### src/rtl/sha256_pkg.sv
// SHA-256 constants, FSM state type and the round/schedule mixing functions,
// shared by the padding stage and the block compressor.
package sha256_pkg;

  localparam int unsigned WORD_W  = 32;
  localparam int unsigned BLOCK_W = 512;
  localparam int unsigned HASH_W  = 256;

  typedef logic [WORD_W-1:0] word_t;

  typedef enum logic [1:0] {IDLE, ROUND, FINAL, OUT} state_e;

  localparam word_t K [0:63] = '{
    32'h428a2f98, 32'h71374491, 32'hb5c0fbcf, 32'he9b5dba5, 32'h3956c25b, 32'h59f111f1, 32'h923f82a4, 32'hab1c5ed5,
    32'hd807aa98, 32'h12835b01, 32'h243185be, 32'h550c7dc3, 32'h72be5d74, 32'h80deb1fe, 32'h9bdc06a7, 32'hc19bf174,
    32'he49b69c1, 32'hefbe4786, 32'h0fc19dc6, 32'h240ca1cc, 32'h2de92c6f, 32'h4a7484aa, 32'h5cb0a9dc, 32'h76f988da,
    32'h983e5152, 32'ha831c66d, 32'hb00327c8, 32'hbf597fc7, 32'hc6e00bf3, 32'hd5a79147, 32'h06ca6351, 32'h14292967,
    32'h27b70a85, 32'h2e1b2138, 32'h4d2c6dfc, 32'h53380d13, 32'h650a7354, 32'h766a0abb, 32'h81c2c92e, 32'h92722c85,
    32'ha2bfe8a1, 32'ha81a664b, 32'hc24b8b70, 32'hc76c51a3, 32'hd192e819, 32'hd6990624, 32'hf40e3585, 32'h106aa070,
    32'h19a4c116, 32'h1e376c08, 32'h2748774c, 32'h34b0bcb5, 32'h391c0cb3, 32'h4ed8aa4a, 32'h5b9cca4f, 32'h682e6ff3,
    32'h748f82ee, 32'h78a5636f, 32'h84c87814, 32'h8cc70208, 32'h90befffa, 32'ha4506ceb, 32'hbef9a3f7, 32'hc67178f2
  };

  localparam word_t IV [0:7] = '{
    32'h6a09e667, 32'hbb67ae85, 32'h3c6ef372, 32'ha54ff53a,
    32'h510e527f, 32'h9b05688c, 32'h1f83d9ab, 32'h5be0cd19
  };

  function automatic word_t rotr(input word_t x, input int unsigned n);
    return (x >> n) | (x << (WORD_W - n));
  endfunction

  function automatic word_t big_sigma0(input word_t x);
    return rotr(x, 2) ^ rotr(x, 13) ^ rotr(x, 22);
  endfunction

  function automatic word_t big_sigma1(input word_t x);
    return rotr(x, 6) ^ rotr(x, 11) ^ rotr(x, 25);
  endfunction

  function automatic word_t small_sigma0(input word_t x);
    return rotr(x, 7) ^ rotr(x, 18) ^ (x >> 3);
  endfunction

  function automatic word_t small_sigma1(input word_t x);
    return rotr(x, 17) ^ rotr(x, 19) ^ (x >> 10);
  endfunction

  function automatic word_t ch(input word_t e, input word_t f, input word_t g);
    return (e & f) ^ (~e & g);
  endfunction

  function automatic word_t maj(input word_t a, input word_t b, input word_t c);
    return (a & b) ^ (a & c) ^ (b & c);
  endfunction

endpackage

### src/rtl/sha256_block_compressor_if.sv
// Padded-block input and digest output handshakes of the block compressor.
interface sha256_block_compressor_if;
  import sha256_pkg::*;

  logic                blk_valid;
  logic                blk_ready;
  logic [0:BLOCK_W-1]  blk_data;
  logic                blk_first;
  logic                blk_last;
  logic                digest_valid;
  logic                digest_ready;
  logic [0:HASH_W-1]   digest;
  logic                busy;

  modport master (
    output blk_valid, blk_data, blk_first, blk_last, digest_ready,
    input  blk_ready, digest_valid, digest, busy
  );

  modport slave (
    input  blk_valid, blk_data, blk_first, blk_last, digest_ready,
    output blk_ready, digest_valid, digest, busy
  );
endinterface

### src/rtl/sha256_msg_schedule.sv
// 16-word message schedule window: W_t is always the head word; each shift
// appends W_(t+16), computed from the words currently in the window.
module sha256_msg_schedule
  import sha256_pkg::*;
(
  input  logic               clk,
  input  logic               load,
  input  logic               shift,
  input  logic [0:BLOCK_W-1] block,
  output word_t              w_t
);

  word_t win_q [16];
  word_t next_w;

  assign next_w = small_sigma1(win_q[14]) + win_q[9] + small_sigma0(win_q[1]) + win_q[0];
  assign w_t    = win_q[0];

  always_ff @(posedge clk) begin
    if (load) begin
      for (int i = 0; i < 16; i++) win_q[i] <= block[32*i +: 32];
    end else if (shift) begin
      for (int i = 0; i < 15; i++) win_q[i] <= win_q[i+1];
      win_q[15] <= next_w;
    end
  end

endmodule

### src/rtl/sha256_block_compressor.sv
// Iterative SHA-256 compression, one round per cycle, chaining H across the
// blocks of a message and holding the digest in a single output buffer.
module sha256_block_compressor
  import sha256_pkg::*;
#(
  parameter int unsigned ROUNDS = 64
) (
  input logic                      clk,
  input logic                      reset,
  sha256_block_compressor_if.slave bus
);

  if (ROUNDS != 64) begin : g_rounds_guard
    $error("sha256_block_compressor: ROUNDS must be 64");
  end

  localparam logic [5:0] LAST_ROUND = 6'(ROUNDS - 1);

  state_e            state_q;
  logic [5:0]        round_q;
  logic              last_q;
  word_t             hv_q   [8];
  word_t             work_q [8];
  logic              blk_ready_q;
  logic              digest_valid_q;
  logic              busy_q;
  logic [0:HASH_W-1] digest_q;

  logic  accept;
  word_t chain [8];
  word_t hsum  [8];
  word_t t1, t2;
  word_t w_t;

  assign accept           = bus.blk_valid && blk_ready_q;
  assign bus.blk_ready    = blk_ready_q;
  assign bus.digest_valid = digest_valid_q;
  assign bus.digest       = digest_q;
  assign bus.busy         = busy_q;

  sha256_msg_schedule u_sched (
    .clk   (clk),
    .load  (accept),
    .shift (state_q == ROUND),
    .block (bus.blk_data),
    .w_t   (w_t)
  );

  // work_q[0..7] are the working variables a..h
  always_comb begin
    t1 = work_q[7] + big_sigma1(work_q[4]) + ch(work_q[4], work_q[5], work_q[6])
       + K[round_q] + w_t;
    t2 = big_sigma0(work_q[0]) + maj(work_q[0], work_q[1], work_q[2]);
    for (int i = 0; i < 8; i++) begin
      chain[i] = bus.blk_first ? IV[i] : hv_q[i];
      hsum[i]  = hv_q[i] + work_q[i];
    end
  end

  always_ff @(posedge clk) begin
    if (reset) begin
      state_q        <= IDLE;
      round_q        <= '0;
      last_q         <= 1'b0;
      blk_ready_q    <= 1'b1;
      digest_valid_q <= 1'b0;
      busy_q         <= 1'b0;
      digest_q       <= '0;
      for (int i = 0; i < 8; i++) begin
        hv_q[i]   <= IV[i];
        work_q[i] <= '0;
      end
    end else begin
      case (state_q)
        IDLE: begin
          if (accept) begin
            for (int i = 0; i < 8; i++) begin
              hv_q[i]   <= chain[i];
              work_q[i] <= chain[i];
            end
            round_q     <= '0;
            last_q      <= bus.blk_last;
            blk_ready_q <= 1'b0;
            busy_q      <= 1'b1;
            state_q     <= ROUND;
          end
        end
        ROUND: begin
          work_q[0] <= t1 + t2;
          work_q[1] <= work_q[0];
          work_q[2] <= work_q[1];
          work_q[3] <= work_q[2];
          work_q[4] <= work_q[3] + t1;
          work_q[5] <= work_q[4];
          work_q[6] <= work_q[5];
          work_q[7] <= work_q[6];
          round_q   <= round_q + 6'd1;
          if (round_q == LAST_ROUND) state_q <= FINAL;
        end
        FINAL: begin
          for (int i = 0; i < 8; i++) hv_q[i] <= hsum[i];
          if (last_q) begin
            digest_q       <= {hsum[0], hsum[1], hsum[2], hsum[3],
                               hsum[4], hsum[5], hsum[6], hsum[7]};
            digest_valid_q <= 1'b1;
            state_q        <= OUT;
          end else begin
            blk_ready_q <= 1'b1;
            busy_q      <= 1'b0;
            state_q     <= IDLE;
          end
        end
        OUT: begin
          // H stays as-is; the next message must start with blk_first
          if (bus.digest_ready) begin
            digest_valid_q <= 1'b0;
            blk_ready_q    <= 1'b1;
            busy_q         <= 1'b0;
            state_q        <= IDLE;
          end
        end
        default: state_q <= IDLE;
      endcase
    end
  end

endmodule

### src/flat_wrapper.sv
// flat-port wrapper written by rule: the top's interface ports become plain ports
module sha256_block_compressor_flat import sha256_pkg::*;
#(
  parameter int unsigned ROUNDS = 64
)
  (clk, reset, bus_blk_valid, bus_blk_data, bus_blk_first, bus_blk_last, bus_digest_ready, bus_blk_ready, bus_digest_valid, bus_digest, bus_busy);
  sha256_block_compressor_if bus_i ();
  input logic clk;
  input logic reset;
  input wire logic [$bits(bus_i.blk_valid)-1:0] bus_blk_valid;
  input wire logic [$bits(bus_i.blk_data)-1:0] bus_blk_data;
  input wire logic [$bits(bus_i.blk_first)-1:0] bus_blk_first;
  input wire logic [$bits(bus_i.blk_last)-1:0] bus_blk_last;
  input wire logic [$bits(bus_i.digest_ready)-1:0] bus_digest_ready;
  output wire logic [$bits(bus_i.blk_ready)-1:0] bus_blk_ready;
  output wire logic [$bits(bus_i.digest_valid)-1:0] bus_digest_valid;
  output wire logic [$bits(bus_i.digest)-1:0] bus_digest;
  output wire logic [$bits(bus_i.busy)-1:0] bus_busy;
  assign bus_i.blk_valid = bus_blk_valid;
  assign bus_i.blk_data = bus_blk_data;
  assign bus_i.blk_first = bus_blk_first;
  assign bus_i.blk_last = bus_blk_last;
  assign bus_i.digest_ready = bus_digest_ready;
  assign bus_blk_ready = bus_i.blk_ready;
  assign bus_digest_valid = bus_i.digest_valid;
  assign bus_digest = bus_i.digest;
  assign bus_busy = bus_i.busy;
  sha256_block_compressor #(.ROUNDS(ROUNDS)) u_core (.clk(clk), .reset(reset), .bus(bus_i));
endmodule
### config.mk
export PLATFORM = sky130hd
export DESIGN_NAME = sha256_block_compressor_flat
export DESIGN_NICKNAME = d
export VERILOG_FILES = /design/src/rtl/sha256_pkg.sv /design/src/rtl/sha256_block_compressor_if.sv /design/src/rtl/sha256_msg_schedule.sv /design/src/rtl/sha256_block_compressor.sv /design/src/flat_wrapper.sv
export SDC_FILE = /design/constraint.sdc
export NUM_CORES = 2
export LEC_CHECK = 0
export ABC_CLOCK_PERIOD_IN_PS = 28500
export BUFFER_PORTS_ARGS = -buffer_cell sky130_fd_sc_hd__buf_4
export CAP_MARGIN = 20
export CORE_ASPECT_RATIO = 0.8
export CORE_MARGIN = 10
export CORE_UTILIZATION = 40
export CTS_CLUSTER_SIZE = 12
export DETAILED_ROUTE_END_ITERATION = 6
export PLACE_DENSITY = 0.67
export SLEW_MARGIN = 0
export SYNTH_ARGS = -nofsm -noshare
export SYNTH_HDL_FRONTEND = slang
export SYNTH_SLANG_ARGS = --single-unit
### constraint.sdc
create_clock -name clk -period 28.5 [get_ports clk]
set_clock_uncertainty 0.15 [all_clocks]
set_input_delay 5.7 -clock clk [delete_from_list [all_inputs] [get_ports clk]]
set_output_delay 5.7 -clock clk [all_outputs]
set_load 0.1 [all_outputs]
Yosys cells after proc, flatten, opt, wreduce, memory -nomap -nowiden:

Memories as Yosys holds them, arrays and structs flattened.
Index checks and enable logic that the tools add are counted.

* add/subtract/negate cells: 19
* order comparisons: 1
* eq/ne operators: 9
* mux-type cells: 90
* bitwise logic cells: 76
* reduce and logical (&&, ||, !) cells: 11

Operator list (count)
* $mux W32: 58
* $add A32 B32 Y32: 18
* $xor A32 B32 Y32: 9
* $and A32 B32 Y32: 5
* $or A1 B1 Y1: 48
* $not A32 Y32: 1
* $or A10 B32 Y32: 1
* $or A13 B32 Y32: 1
* $or A14 B32 Y32: 1
* $or A15 B32 Y32: 1
* $or A19 B32 Y32: 1
* $or A21 B32 Y32: 1
* $or A25 B32 Y32: 1
* $or A26 B32 Y32: 1
* $or A30 B32 Y32: 1
* $or A7 B32 Y32: 1
* $xor A32 B22 Y32: 1
* $xor A32 B29 Y32: 1
* $mux W1: 22
* $pmux W6 S2: 1
* $mux W2: 4
* $pmux W2 S4: 1
* $ge A7 B7 Y1 const B: 1
* $not A6 Y7: 1
* 16 further kinds: 25

* register bits after elaboration: 268
* RAM bits: 1024
* ROM bits: 2048
* bits of input ports: 518
* output and inout port bits: 259
* logic and storage cells: 217
* memories kept: 4

Memory list
* (name not given): depth 64, width 32, rd ports 1, clocked after memory_dff 0, write ports 0, line sha256_block_compressor.sv:52 `+ K[round_q] + w_t;`
* u_core.u_sched.win_q: depth 16, width 32, rd ports 16, clocked after memory_dff 0, write ports 16, line sha256_msg_schedule.sv:13 `word_t win_q [16];`
* u_core.hv_q: depth 8, width 32, rd ports 8, clocked after memory_dff 0, write ports 8, line sha256_block_compressor.sv:22 `word_t hv_q [8];`
* u_core.work_q: depth 8, width 32, rd ports 8, clocked after memory_dff 0, write ports 8, line sha256_block_compressor.sv:23 `word_t work_q [8];`

Longest topological paths before layout:

* depth in word-level cells: 9
* depth in mapped cells: 40
* gate-level depth less buffers: 38

Cells and area by module:

Synthesis repeated with hierarchy kept, for this count alone.

* cells, all modules: 7872
* area total of the unflattened synthesis: 80997.7 µm²

Modules (own cells, without submodules)
* sha256_block_compressor: times used 1, cells an instance 6137, area each 54756.3 µm², sequential area each 20739.9 µm²
* sha256_msg_schedule: times used 1, cells an instance 1735, area each 26241.4 µm², sequential area each 15374.7 µm²

Worst setup path after synthesis:

No wires, ideal clock.

* path kind: input to register
* start point: input port bus_blk_valid
* end point: memory u_core.u_sched.win_q[0][0] (netlist bit) (enable)
* setup time: 3.632 ns
* data arrival time: 14.635 ns
* data required time: 24.718 ns
* path slack: 10.083 ns
* stages on the path: 4
* buffers on the path: 2
* cells stage by stage: nand2_1 > clkbuf_1 > clkbuf_1 > nand2_1

RTL lines
* from (decl): line flat_wrapper.sv:10 `input wire logic [$bits(bus_i.blk_valid)-1:0] bus_blk_valid;`
* to (decl): line sha256_msg_schedule.sv:13

==> run metrics <==
status=completed; Avg Cell Area, Syn=10.1 um^2; vias in the first global route=62900; layout cells sized above 1=0.172; Cells after Synth=7923; Setup crit end kind=register; Critical-path top delay cell=ha_1; Synth Flop Type=edfxtp_1; Netlist cell types=91; Worst Path Max Fanout=17; global-route wire length before repair=456000 um; routed vias/inst=5.91; Worst-path clk slew=0.07 ns; clock sink total=about 1300; Post-synth EDFFs=1024; DRT iter0 DRCs=8790; post-cts resize count=0; Yosys top cell by area=edfxtp_1; ranking of synthesized cells by area=edfxtp_1 (39%), dfxtp_1 (6.7%), ha_1 (6.2%), nand2_1 (5.9%), fa_1 (4.9%); setup repair after global routing missed its margin=no; Detail Route Antenna Nets=0; Detail Placement HPWL=251000 um; actual slew at the worst max-slew pin=around 1.1 ns; Initial Utilization=0.403; row cnt=about 150; highest-count cells in the layout ignoring fill and taps=nand2_1 (1247), edfxtp_1 (1024), buf_4 (862); # fillers=approximately 18000; H-tree levels=4; async set-reset flop share out of synthesis=0; post-route minimum period=between 10 and 15 ns; Final Hold Fails=0; Netlist Area Pre-Place=0.0797 mm^2; Max-slew headroom=0.236; Placeable Area=0.198 mm^2; final wirelength=326000 um; Die ar.=0.218 mm^2; setup TNS=0 ns; Port Buffers=776; Reg area=0.0361 mm^2; Final #Nets=9605; synthesis-stage register bit count=1292; setup ws final=18.12 ns; Area growth syn-to-layout=16.8%; initial antenna violation count=31; max-slew violation count=0; worst skew pair latency=around 0.84 ns; Synthesis Warnings=0; routability congestion estimate=1.03; Yosys top cell area share=0.386; area of the multi-input gates=0.0410 mm^2; io pins=777; fin crit share=0.364; root buf cell=clkbuf_16; Die W=519 um; Vias=approximately 67000; Worst Path Required=28.84 ns; drt wl/cell=28.9 um; Setup WS pre-CTS=18.51 ns; commonest non-fill, non-tap cell in the layout=nand2_1; All-Layer GR Usage=0.284; Max clock buf depth=3; CTS tree=done; worst path arrival time=10.73 ns; grt ovf=0; Crit Path Category=reg2reg; Max Clk Rate=around 96 MHz; worst min path class=reg2reg; DRT Pass-1 Iters=6; die height=~420 um; startpoint types=register; DRC violations left=0; Post-CTS Setup Bufs=0; max-cap check violation count=0; slowest stage delay, CP=0.91 ns; hold_buf cts=0; pin count of the biggest net entering global routing=202; post-synthesis sequential area ratio=0.453; final setup violation count=0; Mapped Nets=~9000; Num CTS Buffers=around 150
cells by family after synthesis:
kind of cell | Yosys count | share of synthesized area
muxes | 365 | 0.0516
and+or+nand+nor | 2372 | 0.126
buffers and inverters | 726 | 0.0342
AOI/OAI and AO/OA | 1969 | 0.157
DFF | 1292 | 0.453
xor gates and xnor gates | 591 | 0.0649
adders and majority gates | 608 | 0.113
layer usage:
metal	vias to the layer above	share of wire	GRT usage
met4	24	0.038	0.0978
met2	3876	0.42	0.410
met1	32700	0.42	0.405
met5	-	0.00048	0
li1	29500	-	-
met3	548	0.12	0.0808
worst max-delay path: cells and delay by family, from the launching register on:
kind | cells | cell delay (ns)
buf+inv | 3 | 0.41
simple gates | 6 | 1.84
compound gates | 15 | 3.47
xor+xnor | 1 | 0.17
flops | 1 | 0.33
fa+ha+maj | 7 | 3.71
flip-flops by register name (all words and copies together), names as in the netlist:
| name | cells |
|---|---|
| u_core.hv_q | 256 |
| u_core.bus.busy | 1 |
| u_core.last_q | 1 |
| u_core.bus.digest_valid | 1 |
| u_core.state_q | 2 |
| u_core.bus.digest | 256 |
| u_core.bus.blk_ready | 1 |
| u_core.work_q | 256 |
| u_core.round_q | 6 |
| u_core.u_sched.win_q | 512 |
worst paths after layout:
check	start	end	slack [ns]	depth (start not counted)
worst max-delay path	u_core.round_q[1]	u_core.work_q[0][29]	18.12	32
worst max register to register	u_core.round_q[1]	u_core.work_q[0][29]	18.12	32
worst min-delay path	u_core.bus.digest[197]	u_core.bus.digest[197]	0.30	2
worst min register to register	u_core.bus.digest[197]	u_core.bus.digest[197]	0.30	2
per-stage QoR:
| step | hold slack [ns] | cell area [um^2] | instances | utilization |
|---|---|---|---|---|
| after global routing | 0.323 | 93100 | 11300 | 0.470 |
| final | 0.303 | 93100 | 11300 | 0.470 |
| after CTS | 0.305 | 93000 | 11300 | 0.470 |
| after floorplan | 0.341 | 79700 | 7923 | - |
| after global placement | 0.295 | 88000 | 11000 | 0.445 |
| after detailed placement | 0.297 | 88100 | 11000 | 0.445 |
synth_stat cells (all sizes together) (41+ instances only):
cell type and count:
xor2 162, a21oi 659, o22ai 63, o21a 60
fa 195, o21ai 400, nand2 1252, nor2b 57
nor2 616, ha 393, a22o 106, clkbuf 408
a211oi 92, nand3 65, inv 283, o211ai 41
o21bai 41, a31oi 55, xnor2 429, nor3 130
mux2 339, a21o 190, edfxtp 1024, dfxtp 268
nand2b 73
layout make-up:
type / count / area share
Timing Repair Buffer: 869 / 0.0709
Multi-Input combinational cell: 5905 / 0.440
Clock buffer: 205 / 0.0446
Tap cell: 2664 / 0.0358
Sequential cell: 1292 / 0.388
Clock inverter: 55 / 0.00844
Inverter: 285 / 0.0115
Antenna cell: 12 / 0.000323
Power is not shown: default switching activity piles up to over one toggle a cycle in this logic, so the estimate is an artifact.
